File: config.mk
export PLATFORM = sky130hd
export DESIGN_NAME = pp_in_stage4
export DESIGN_NICKNAME = d
export VERILOG_FILES = /design/src/rtl/pp_in_stage4_pkg.sv /design/src/rtl/pp_desc_fifo.sv /design/src/rtl/pp_in_stage4.sv
export SDC_FILE = /design/constraint.sdc
export NUM_CORES = 1
export LEC_CHECK = 0
export BUFFER_PORTS_ARGS = -buffer_cell sky130_fd_sc_hd__buf_2
export CORE_MARGIN = 4
export CORE_UTILIZATION = 55
export CTS_CLUSTER_SIZE = 16
export DETAILED_ROUTE_END_ITERATION = 8
export GPL_TIMING_DRIVEN = 0
export PLACE_DENSITY = 0.74
export SETUP_SLACK_MARGIN = 0.1
export SLEW_MARGIN = 20
export SYNTH_ARGS = -nofsm -noshare
export SYNTH_HDL_FRONTEND = slang
export SYNTH_HIERARCHICAL = 1
export SYNTH_SLANG_ARGS = --single-unit
File: constraint.sdc
create_clock -name clk -period 4.7 [get_ports clk]
set_input_delay 0 -clock clk [delete_from_list [all_inputs] [get_ports clk]]
set_output_delay 0 -clock clk [all_outputs]
set_load 0.05 [all_outputs]
File: src/rtl/pp_in_stage4_pkg.sv
// rtl/pp_in_stage4_pkg.sv - shared constants and helpers for the four-port ingress stage
package pp_in_stage4_pkg;

  localparam int PP_NPORT  = 4;
  localparam int PP_PORT_W = 2;
  localparam int PP_CNT_W  = 16;

  // Saturating increment: counters stick at all-ones instead of wrapping.
  function automatic logic [PP_CNT_W-1:0] pp_sat_inc(input logic [PP_CNT_W-1:0] v);
    return (v == '1) ? v : v + 1'b1;
  endfunction

endpackage

File: src/rtl/pp_desc_fifo.sv
// rtl/pp_desc_fifo.sv - single-clock descriptor FIFO with registered count and head-of-queue read
module pp_desc_fifo #(
  parameter int DW    = 64,
  parameter int DEPTH = 4
) (
  input  logic          clk,
  input  logic          reset,
  input  logic          push,
  input  logic          pop,
  input  logic [DW-1:0] din,
  output logic [DW-1:0] dout,
  output logic          full,
  output logic          empty
);

  localparam int AW = $clog2(DEPTH);

  logic [DW-1:0] mem [DEPTH];
  logic [AW-1:0] wptr;
  logic [AW-1:0] rptr;
  logic [AW:0]   count;
  logic          push_ok;
  logic          pop_ok;

  assign full    = (count == (AW+1)'(DEPTH));
  assign empty   = (count == '0);
  assign push_ok = push & ~full;
  assign pop_ok  = pop & ~empty;
  assign dout    = mem[rptr];

  always_ff @(posedge clk) begin
    if (reset) begin
      wptr  <= '0;
      rptr  <= '0;
      count <= '0;
    end else begin
      if (push_ok) wptr <= wptr + 1'b1;
      if (pop_ok)  rptr <= rptr + 1'b1;
      case ({push_ok, pop_ok})
        2'b10:   count <= count + 1'b1;
        2'b01:   count <= count - 1'b1;
        default: count <= count;
      endcase
    end
  end

  // Storage needs no reset; the pointers alone define what is valid.
  always_ff @(posedge clk) begin
    if (push_ok) mem[wptr] <= din;
  end

endmodule

File: src/rtl/pp_in_stage4.sv
// rtl/pp_in_stage4.sv - four-port ingress staging ahead of the round-robin arbiter
// Optional per-port pop counters on cnt_out when PP_IN_STAGE_CNT_EN is defined.
module pp_in_stage4
  import pp_in_stage4_pkg::*;
#(
  parameter int DW    = 64,
  parameter int DEPTH = 4
) (
  input  logic                   clk,
  input  logic                   reset,
  input  logic [PP_NPORT-1:0]    in_vld,
  input  logic [PP_NPORT*DW-1:0] in_data,
  output logic [PP_NPORT-1:0]    in_rdy,
  output logic [PP_NPORT-1:0]    arb_req,
  output logic                   arb_en,
  input  logic [PP_PORT_W-1:0]   arb_sel,
  output logic                   out_vld,
  output logic [DW-1:0]          out_data,
  output logic [PP_PORT_W-1:0]   out_port,
  input  logic                   out_rdy
`ifdef PP_IN_STAGE_CNT_EN
  ,
  output logic [PP_NPORT*PP_CNT_W-1:0] cnt_out
`endif
);

  logic [PP_NPORT-1:0] full;
  logic [PP_NPORT-1:0] empty;
  logic [PP_NPORT-1:0] push;
  logic [PP_NPORT-1:0] pop_vec;
  logic [DW-1:0]       head [PP_NPORT];
  logic                space;
  logic                pop;

  for (genvar p = 0; p < PP_NPORT; p++) begin : g_port
    assign push[p] = in_vld[p] & in_rdy[p];

    pp_desc_fifo #(
      .DW    (DW),
      .DEPTH (DEPTH)
    ) u_fifo (
      .clk   (clk),
      .reset (reset),
      .push  (push[p]),
      .pop   (pop_vec[p]),
      .din   (in_data[p*DW +: DW]),
      .dout  (head[p]),
      .full  (full[p]),
      .empty (empty[p])
    );
  end

  assign in_rdy  = ~full;
  assign arb_req = ~empty;
  assign space   = ~out_vld | out_rdy;
  assign pop     = arb_req[arb_sel] & space;
  // Hold the arbiter pointer only while a non-empty port waits on a stalled output.
  assign arb_en  = pop | ~arb_req[arb_sel];

  always_comb begin
    pop_vec          = '0;
    pop_vec[arb_sel] = pop;
  end

  always_ff @(posedge clk) begin
    if (reset) begin
      out_vld  <= 1'b0;
      out_data <= '0;
      out_port <= '0;
    end else if (pop) begin
      out_vld  <= 1'b1;
      out_data <= head[arb_sel];
      out_port <= arb_sel;
    end else if (out_rdy) begin
      out_vld  <= 1'b0;
    end
  end

`ifdef PP_IN_STAGE_CNT_EN
  logic [PP_CNT_W-1:0] cnt [PP_NPORT];

  always_ff @(posedge clk) begin
    if (reset) begin
      for (int p = 0; p < PP_NPORT; p++) cnt[p] <= '0;
    end else begin
      for (int p = 0; p < PP_NPORT; p++) begin
        if (pop_vec[p]) cnt[p] <= pp_sat_inc(cnt[p]);
      end
    end
  end

  for (genvar p = 0; p < PP_NPORT; p++) begin : g_cnt
    assign cnt_out[p*PP_CNT_W +: PP_CNT_W] = cnt[p];
  end
`endif

endmodule

======== After elaboration in Yosys (flattened, before gate mapping) ========
Memory sizes are Yosys's and may differ from the RTL's. A register that Yosys moved wholly into a read port is not among the register bits.
Cells that the tools add are included.
storage, ports and cells
  register bits after elaboration ......... 95
  memories kept ........................... 4
  logic and storage cells ................. 118
  bits in latches ......................... 0
  output and inout port bits .............. 76
  input port bits ......................... 265
  ROM bits ................................ 0
  RAM bits ................................ 1,024
cells by class
  equality and inequality tests ........... 12
  reductions and logical operators ........ 10
  multiply operators ...................... 0
  magnitude comparators ................... 3
  add/sub/neg operators ................... 16
  mux-type cells .......................... 29
  shift operators ......................... 0
  bitwise logic cells ..................... 29
  divide/modulo/power cells ............... 0
memory list
  name                  words  width  rd ports  clocked after Yosys merged registers in  wr ports  line                text
  g_port[0].u_fifo.mem  4      64     1         1                                        1         pp_desc_fifo.sv:18  logic [DW-1:0] mem [DEPTH];
  g_port[1].u_fifo.mem  4      64     1         1                                        1         pp_desc_fifo.sv:18
  g_port[2].u_fifo.mem  4      64     1         1                                        1         pp_desc_fifo.sv:18
  g_port[3].u_fifo.mem  4      64     1         1                                        1         pp_desc_fifo.sv:18
operators with widths
  operator                                                            count
  binary-select mux 64 bit (select 2 bit)                             1
  2-to-1 mux 64 bit                                                   2
  case mux 3 bit (2 select lines)                                     4
  adder 2 x 1 -> 2 bit (second input constant)                        8
  2-to-1 mux 2 bit                                                    8
  bitwise AND 1 bit                                                   13
  adder 3 x 1 -> 3 bit (second input constant)                        4
  == test 3 bit (second input constant)                               4
  logical NOT 3 bit                                                   4
  2-to-1 mux 1 bit                                                    12
  subtractor 3 x 1 -> 3 bit (second input constant)                   4
  NOT 1 bit                                                           10
  nonzero test 2 bit                                                  5
  == test 2 x 1 -> 1 bit (second input constant)                      4
  == test 2 bit (second input constant)                               4
  NOT 4 bit                                                           2
  bitwise AND 4 bit                                                   1
  greater-or-equal comparator 3 bit (second input constant)           1
  less-than comparator 2 x 3 -> 1 bit (second input constant)         1
  NOT 2 -> 3 bit                                                      1
  binary-select mux 1 bit (select 2 bit)                              1
  demux 1 bit (select 2 bit)                                          1
  greater-or-equal comparator 2 x 1 -> 1 bit (second input constant)  1
  bitwise OR 1 bit                                                    2
  logical AND 1 bit                                                   1

======== Longest topological paths before layout ========
Gate-level depths: netlist (run 1).
  word-level depth ........................ 9
  depth in mapped cells ................... 15
  mapped depth without buffers ............ 12

======== Cells and area by module ========
The synthesis (run 1) kept the hierarchy.
by module, submodules not included
  module        sequential area each (um^2)  cells each  area an instance (um^2)  times used
  pp_desc_fifo  7,867.5                      388         9,785.6                  4
  pp_in_stage4  1,341.3                      408         4,182.8                  1

======== Least setup slack after synthesis (run 1) ========
OpenSTA, ideal clock, no wires.
  path type ............................... register to register
  start ................................... reg g_port[0].u_fifo.count[0]
  end ..................................... reg g_port[0].u_fifo.count[2]
  arrival ................................. 2.862 ns
  slack ................................... 1.768 ns
  buffers on the path ..................... 3
  library setup time ...................... 0.070 ns
  required time ........................... 4.630 ns
  stages on the path, launching flop included .. 16
  clock period less this slack ............ 2.932 ns
  cells stage by stage .................... dfxtp_1 > nor3_1 > mux2_4 > or3_1 > clkbuf_1 > buf_6 > buf_6 > nor2_1 > o31ai_1 > inv_1 > ha_1 > inv_1 > fa_1 > xor2_1 > or3_1 > a21oi_1
on the way
  cells in the longest elaborated chain, start to end .. 9
  elaborated cells between the ends (all ways) .. 19
  those cells by class .................... add/sub: 2; eq/ne: 3; mux: 3; bitwise: 9; reduce/logical: 2
ends and longest elaborated chain
  element                                                                line                text
  start: declaration                                                     pp_desc_fifo.sv:21  logic [AW:0] count;
  start signal: assignment                                               pp_desc_fifo.sv:40  2'b10: count <= count + 1'b1;
  start signal: assignment                                               pp_desc_fifo.sv:41  2'b01: count <= count - 1'b1;
  start signal: assignment                                               pp_desc_fifo.sv:42  default: count <= count;
  logical NOT 3 bit *                                                    pp_desc_fifo.sv:26  assign empty = (count == '0);
  via empty[0]                                                           pp_in_stage4.sv:28  logic [PP_NPORT-1:0] empty;
  NOT 4 bit *                                                            pp_in_stage4.sv:54  assign arb_req = ~empty;
  binary-select mux 1 bit (select 2 bit) *                               pp_in_stage4.sv:56  assign pop = arb_req[arb_sel] & space;
  2-to-1 mux 1 bit (not written as such) *                               pp_in_stage4.sv:56
  bitwise AND 1 bit *                                                    pp_in_stage4.sv:56
  bitwise AND 4 bit (no line) *                                          n/a
  via pop_vec[0]                                                         pp_in_stage4.sv:30  logic [PP_NPORT-1:0] pop_vec;
  bitwise AND 1 bit *                                                    pp_desc_fifo.sv:28  assign pop_ok = pop & ~empty;
  via g_port[0].u_fifo.pop_ok                                            pp_desc_fifo.sv:23  logic pop_ok;
  == test 2 x 1 -> 1 bit or == test 2 bit (tied branches)                pp_desc_fifo.sv:39  case ({push_ok, pop_ok})
  case mux 3 bit (2 select lines) or nonzero test 2 bit (tied branches)  n/a
The timed path passes the listed nets; every way through them passes the cells marked *. The select of a mux whose other input is x is not followed.
A chain may end at the register's enable or synchronous reset.

======== Worst setup path after layout (run 1) ========
  start ................................... reg g_port[2].u_fifo.count[1]
  end ..................................... reg g_port[2].u_fifo.count[2]
on the way
  cells in the longest elaborated chain, start to end .. 9
  elaborated cells between the ends (all ways) .. 19
  those cells by class .................... add/sub: 2; eq/ne: 3; mux: 3; bitwise: 9; reduce/logical: 2
ends and longest elaborated chain
  element                                                                line
  start: declaration                                                     pp_desc_fifo.sv:21
  start signal: assignment                                               pp_desc_fifo.sv:40
  start signal: assignment                                               pp_desc_fifo.sv:41
  start signal: assignment                                               pp_desc_fifo.sv:42
  logical NOT 3 bit *                                                    pp_desc_fifo.sv:26
  via empty[2]                                                           pp_in_stage4.sv:28
  NOT 4 bit *                                                            pp_in_stage4.sv:54
  binary-select mux 1 bit (select 2 bit) *                               pp_in_stage4.sv:56
  2-to-1 mux 1 bit (not written as such) *                               pp_in_stage4.sv:56
  bitwise AND 1 bit *                                                    pp_in_stage4.sv:56
  bitwise AND 4 bit (no line) *                                          n/a
  via pop_vec[2]                                                         pp_in_stage4.sv:30
  bitwise AND 1 bit *                                                    pp_desc_fifo.sv:28
  via g_port[2].u_fifo.pop_ok                                            pp_desc_fifo.sv:23
  == test 2 x 1 -> 1 bit or == test 2 bit (tied branches)                pp_desc_fifo.sv:39
  case mux 3 bit (2 select lines) or nonzero test 2 bit (tied branches)  n/a
Marked as above.

==> reports/results.tsv, run 1 <==
metric	value	unit
status	finished clean	
rows	102	
fin_ws	0.890	ns
cp.arrival	4.40	ns
wl_per_cell	29.2	um
tns	0	ns
area_growth	22.5	%
htreeDepth	3	
ant_nets	0	
ir_drop	312	uV
yosysSeqAreaShare	0.757	
first_pass_iters	5	
overflow	0	
crit_type	flip-flop to flip-flop	
syn-num-nets	2249	
rr_endpoint	g_port[2].u_fifo/count[2]$_SDFFE_PP0P_	
clockBufferDepth	3	
power_density	438	nW/um^2
regToRegSetupSlack	0.89	ns
grt_usage	0.270	
cts_tree	built	
wirelength	112	mm
slew_headroom	0.162	
min_period_over_period	0.811	
whs	0.0662	ns
numPortBuffers	337	
final_hold_viol_count	0	
clkSinkCount	1127	
die_area	83300	um^2
drc_errors	0	
critical_path_peak_fanout	10	
grt_pass1_vias	24300	
cts_resized	0	
drv_cap	0	
hold_end	g_port[3].u_fifo/mem[3][7]$_DFFE_PP_	
leakage	17.8	nW
start_util	0.557	
cts_buffers	112	
hpwl	71.6	mm
drt_iter0_drc	2460	
hold_path.class	input port to flip-flop	
clk_latency	0.68	ns
r2r_cells	14	
r2r_start	g_port[2].u_fifo/count[1]$_SDFFE_PP0P_	
synthCells	1960	
antenna_found_initial	19	
place.gp.congestion	0.813	
yosysUniqueCellTypes	33	
chipHeight	289	um
holdPathStages	2	
rsz0062_at_grt	no	
netlist_area	43300	um^2
setup_viol	0	
clock_skew	0.0192	ns
fp.dieW	289	um
synth-seq-cells	1127	
num_vias	23300	
ioPinCount	341	
grt_pass1_wl	161	mm
worstPathRequired	5.29	ns
viasPerCell	6.05	
hold_path.startpoint	in_data[199]	
coreArea	77700	um^2
start_kind	flip-flop	
drv_slew	0	
cts.reportedPaths.clkPinSlew	0.06	ns
grt_max_degree	44	
synth_area_per_cell	22.1	um^2
ys.warnings.count	6	
root_buffer	clkbuf_16	
postCtsSetupBuffers	0	
worst_pin_slew	1.26	ns
final.min_clock_period	3.81	ns
cts_hold_buffers	262	
fmax	0.262	GHz
preCtsSetupSlack	0.909	ns
crit_path_end_kind	flip-flop	
num-nets-final	2982	
drive_above_1_share	0.332	
[per-layer routing]
layer	routed length, um	vias to the layer above	GRT usage
met5	40	-	0
met4	3290	6	0.0940
met3	10000	200	0.0556
met2	56800	1237	0.451
met1	42200	12200	0.361
li1	-	9688	-
[cell usage after synthesis]
cell type / n / share of area
mux4_1: 16 / 0.0097
nand3_1: 66 / 0.0076
buf_1: 11 / 0.00095
clkbuf_1: 23 / 0.0020
mux4_2: 304 / 0.16
buf_4: 3 / 0.00052
fa_1: 4 / 0.0018
and2_1: 18 / 0.0026
buf_12: 24 / 0.011
o21ai_0: 78 / 0.0090
mux2i_1: 5 / 0.0012
nor3b_2: 4 / 0.0012
nor3_2: 1 / 0.00023
nand2b_1: 9 / 0.0013
buf_2: 37 / 0.0043
nor2_1: 27 / 0.0023
or3_1: 13 / 0.0019
xor2_1: 12 / 0.0024
a21oi_2: 1 / 0.00020
nand2_1: 6 / 0.00052
clkbuf_2: 7 / 0.00081
edfxtp_1: 1024 / 0.71
a21oi_1: 81 / 0.0094
inv_1: 40 / 0.0035
o21ba_2: 1 / 0.00023
o31ai_1: 4 / 0.00069
nor2b_1: 5 / 0.00072
buf_6: 7 / 0.0018
nor3_1: 4 / 0.00046
dfxtp_1: 103 / 0.048
and3_1: 1 / 0.00014
ha_1: 20 / 0.0058
mux2_4: 1 / 0.00035
[metrics by stage]
stage / cell area [um^2] / instances / total power [mW] / utilization
3_5_place_dp: 46800 / 3357 / 14.7 / 0.603
2_1_floorplan: 43300 / 1960 / 13.6 / -
6_report: 53100 / 3852 / 23.2 / 0.683
4_1_cts: 53000 / 3831 / 23.3 / 0.682
5_1_grt: 53000 / 3841 / 24.0 / 0.682
3_3_place_gp: 46300 / 3337 / 14.5 / 0.596
[power breakdown]
part	switching, mW	internal, mW	total, mW	leakage (nW)
Combinational	1.78	1.11	2.88	5.82
Clock	3.72	4.84	8.56	1.72
Sequential	0.220	11.6	11.8	10.2
[kinds of logic (layout without fill, tap and decap cells)]
kind of cell | Yosys count | in the layout | share of synthesized area
compound gates | 165 | 165 | 0.0195
xor+xnor | 12 | 12 | 0.00243
fa+ha+maj | 24 | 24 | 0.00762
buf+inv | 152 | 983 | 0.0249
flops | 1127 | 1127 | 0.757
mux | 326 | 326 | 0.169
other cells | 0 | 21 | 0
simple gates | 154 | 154 | 0.0190
[registers in the layout, summed over array words and instances (netlist names), named ones only]
| register | count |
|---|---|
| g_port.u_fifo/mem | 1024 |
| out_vld | 1 |
| g_port.u_fifo/wptr | 8 |
| g_port.u_fifo/rptr | 8 |
| out_data | 64 |
| out_port | 2 |
| g_port.u_fifo/count | 12 |
[layout by cell type (no fill, tap or decap), drive strengths merged]
cell         instances
edfxtp            1024
buf                439
mux4               320
dlygate4sd3        262
clkbuf             180
dfxtp              103
a21oi               82
o21ai               78
nand3               66
clkinv              48
inv                 42
nor2                27
diode               21
ha                  20
and2                18
or3                 13
xor2                12
nand2b               9
clkinvlp             7
nand2                6
mux2i                5
nor2b                5
bufinv               5
nor3                 5
o31ai                4
nor3b                4
fa                   4
mux2                 1
and3                 1
o21ba                1
[critical path, stage by stage (launching register included)]
cell and delay [ns]:
dfxtp_1 0.36, nor3_1 0.46, mux2i_1 0.31, nand3_1 0.21, buf_2 0.49, buf_1 0.52, nor2_1 0.14, o31ai_1 0.16
inv_1 0.08, ha_1 0.22, inv_1 0.07, fa_1 0.17, xor2_1 0.07, or3_1 0.31, a21oi_1 0.15
[cell type report]
cell class / count / area (um^2)
Multi-Input combinational cell: 681 / 9470
Clock buffer: 150 / 3060
Fill cell: 4830 / 24700
Buffer: 112 / 930
Antenna cell: 21 / 52.6
Sequential cell: 1127 / 32800
Tap cell: 1040 / 1300
Clock inverter: 62 / 483
Timing Repair Buffer: 619 / 4800
Inverter: 40 / 150
[how the worst max path moves through the flow]
stage	start	to
2_1_floorplan	g_port[0].u_fifo/count[0]$_SDFFE_PP0P_	g_port[0].u_fifo/count[2]$_SDFFE_PP0P_
3_3_place_gp	g_port[1].u_fifo/count[2]$_SDFFE_PP0P_	g_port[1].u_fifo/mem[1][57]$_DFFE_PP_
3_5_place_dp	g_port[2].u_fifo/count[1]$_SDFFE_PP0P_	g_port[2].u_fifo/count[2]$_SDFFE_PP0P_
4_1_cts	g_port[2].u_fifo/count[1]$_SDFFE_PP0P_	g_port[2].u_fifo/count[2]$_SDFFE_PP0P_
5_1_grt	g_port[2].u_fifo/count[1]$_SDFFE_PP0P_	g_port[2].u_fifo/count[2]$_SDFFE_PP0P_
6_report	g_port[2].u_fifo/count[1]$_SDFFE_PP0P_	g_port[2].u_fifo/count[2]$_SDFFE_PP0P_
(Power assumes the default switching activity.)
==> inputs of run 2 (changes only) <==
CORE_UTILIZATION = 54   (was 55)
PLACE_DENSITY = 0.76   (was 0.74)
clock period = 3.5 ns   (was 4.7 ns; I/O delays follow)
==> run 2 against run 1 <==
  * Final cell count hardly changed
  * Via count is 1.0% higher
  * Sequential power is 35% higher
  * Power is 38% higher
  * Register-to-register slack worse by 0.74 ns
  * Critical path depth is 1 higher
  * Largest power group unchanged
  * Clock skew is 0.011 ns higher
  * Combinational power is 36% higher
  * Largest cell class unchanged
==> reports/results.tsv, run 2 (same netlist as run 1, synthesis figures left out) <==
metric	value	unit	change
status	finished clean		
cpMaxStageDelayCell	dfxtp_4		
wirelength	113	mm	+0.94%
power_density	600	nW/um^2	+37%
fin_ws	0.149	ns	-0.740 ns
crit_type	flip-flop to flip-flop		
seqPwrFrac	0.496		-0.012
swShare	0.239		-0.00666
first_pass_iters	8		+3
preCtsSetupSlack	-0.260	ns	-1.17 ns
cts_buffers	108		-3.6%
stdcell_count	3851		-0.026%
p_clk_frac	0.382		+0.014
final.fill_count	4888		+1.2%
crit_path_end_kind	flip-flop		
start_util	0.547		-0.0108
fin_area	53300	um^2	+0.46%
setup_viol	0		unchanged
register_area	32800	um^2	about the same
slew_headroom	0.197		+0.0350
crit_buf_inv	5		+1
p_total	32.0	mW	+38%
coreArea	79300	um^2	+2.0%
ant_nets	0		unchanged
grt_pass1_vias	24700		+1.8%
largest_reg_flops	1024		unchanged
clockBufferDepth	3		unchanged
placed_cell_area	46800	um^2	-0.11%
p_switching	7.66	mW	+34%
ir_drop	453	uV	+45%
tns	0	ns	unchanged
fp.dieW	291	um	+0.90%
regMostFlops	g_port.u_fifo/mem		
hpwl	71.3	mm	-0.36%
drc_errors	0		unchanged
p_int	24.3	mW	+39%
drive_above_1_share	0.337		+0.00539
most-common-layout-cells	edfxtp_1 (1024), buf_2 (371), mux4_2 (304)		
rsz0062_at_grt	yes		
leakage	17.9	nW	+0.64%
critical-path-top-delay-family	simple AND/OR/NAND/NOR gates		
fin_util	0.673		-0.0101
htreeDepth	3		unchanged
cts_tree	built		
num-nets-final	2977		-0.17%
place.gp.congestion	0.806		-0.76%
place_inst	3363		+0.18%
root_buffer	clkbuf_16		
grt_usage	0.266		-0.00449
clock_skew	0.0299	ns	+0.0107 ns
hold_path.class	input port to flip-flop		
grt_pass1_wl	164	mm	+1.5%
slowest_delay	0.39	ns	-0.13 ns
antenna_found_initial	22		+3
final_common_cell	edfxtp_1		
drt_iter0_drc	2649		+7.7%
start_kind	flip-flop		
worstPathRequired	4.08	ns	-1.21 ns
multi_input_area	9490	um^2	+0.20%
wl_per_cell	29.4	um	+0.96%
area_growth	23.0	%	
viasPerCell	6.12		+1.0%
grt_max_degree	42		-4.5%
drv_slew	0		unchanged
clkSinkCount	1127		unchanged
top_regs	g_port.u_fifo/mem: 1024 flops, out_data: 64 flops, g_port.u_fifo/count: 12 flops		
cts.reportedPaths.clkPinSlew	0.07	ns	about the same
die_area	84800	um^2	+1.8%
min_period_over_period	0.957		+0.147
overflow	0		unchanged
numPortBuffers	337		unchanged
critical_path_peak_fanout	10		unchanged
drv_cap	0		unchanged
final_hold_viol_count	0		unchanged
worst_pin_slew	1.20	ns	-0.0525 ns
p_comb_frac	0.122		-0.002
crit_path_cell_trace	nor3_2, mux2_4, or3_1, clkbuf_4, buf_8, buf_6, nor2_2, o31ai_2, inv_1, ha_1, inv_1, fa_1, xor2_1, or3_1, a21oi_1		
cp.arrival	3.93	ns	-0.47 ns
chipHeight	291	um	+0.90%
ioPinCount	341		unchanged
whs	0.0842	ns	+0.0180 ns
rows	103		+0.98%
clk_latency	0.67	ns	about the same
num_vias	23600		+1.0%
final.min_clock_period	3.35	ns	-0.460 ns
fmax	0.298	GHz	+14%
-- run 2: changes by cell type in the layout (fill, tap and decap cells not counted), moves of 3 or more --
cell        before  now
bufinv_16        5   18
buf_4            3    9
clkbuf_1        51   45
dfxtp_1        103   97
buf_12          32   27
clkinv_1        21   16
clkbuf_8         9    5
buf_2          374  371
clkinv_2        22   19
clkinvlp_4       7    4
dfxtp_2          0    3
dfxtp_4          0    3
-- run 2: routing by layer --
metal	vias to the layer above	global-route usage	wire length [um]
met2	1410	0.439	56600
met3	241	0.0592	11400
met4	10	0.0960	3690
met1	12200	0.354	41600
li1	9672	-	-
met5	-	0	62
-- run 2: final timing paths --
kind | start | endpoint | slack, ns | cells past startpoint
setup reg to reg | g_port[0].u_fifo/count[0]$_SDFFE_PP0P_ | g_port[0].u_fifo/count[2]$_SDFFE_PP0P_ | 0.15 | 15
hold / removal | in_data[119] | g_port[1].u_fifo/mem[3][55]$_DFFE_PP_ | 0.08 | 2
hold reg to reg | out_data[45]$_SDFFE_PP0P_ | out_data[45]$_SDFFE_PP0P_ | 0.47 | 2
setup / recovery | g_port[0].u_fifo/count[0]$_SDFFE_PP0P_ | g_port[0].u_fifo/count[2]$_SDFFE_PP0P_ | 0.15 | 15
-- run 2: repair_timing --
item / CTS / global route
hold buffers: 262 / 0
pin swaps: 0 / 1
setup buffers: 0 / 4
setup endpoints to repair: 6 / 6
resized for setup: 11 / 14
hold endpoints to repair: 1091 / 0
-- run 2: worst register-to-register path: stages (launching register included) --
cell	delay, ns
dfxtp_4	0.39
nor3_2	0.09
mux2_4	0.31
or3_1	0.33
clkbuf_4	0.19
buf_8	0.18
buf_6	0.16
nor2_2	0.15
o31ai_2	0.12
inv_1	0.08
ha_1	0.20
inv_1	0.08
fa_1	0.38
xor2_1	0.17
or3_1	0.31
a21oi_1	0.15
-- run 2: layout make-up --
| class | count | area share |
|---|---|---|
| repair buffers | 619 | 0.0894 |
| well taps | 1050 | 0.0246 |
| multi-input cells | 681 | 0.178 |
| plain buffers | 111 | 0.0179 |
| flip-flops and latches | 1127 | 0.616 |
| inverters | 40 | 0.00282 |
| diodes | 19 | 0.000892 |
| clock inverters | 63 | 0.0148 |
| clock buffers | 141 | 0.0556 |
-- run 2: power by group through the flow --
| stage | logic [mW] | clock network (mW) | registers [mW] |
|---|---|---|---|
| after global routing | 4.11 | 12.9 | 15.9 |
| after global placement | 3.34 | 0 | 16.1 |
| after floorplan | 1.75 | 0 | 16.5 |
| after detailed placement | 3.54 | 0 | 16.1 |
| after CTS | 3.86 | 12.3 | 15.8 |
| final | 3.92 | 12.2 | 15.9 |
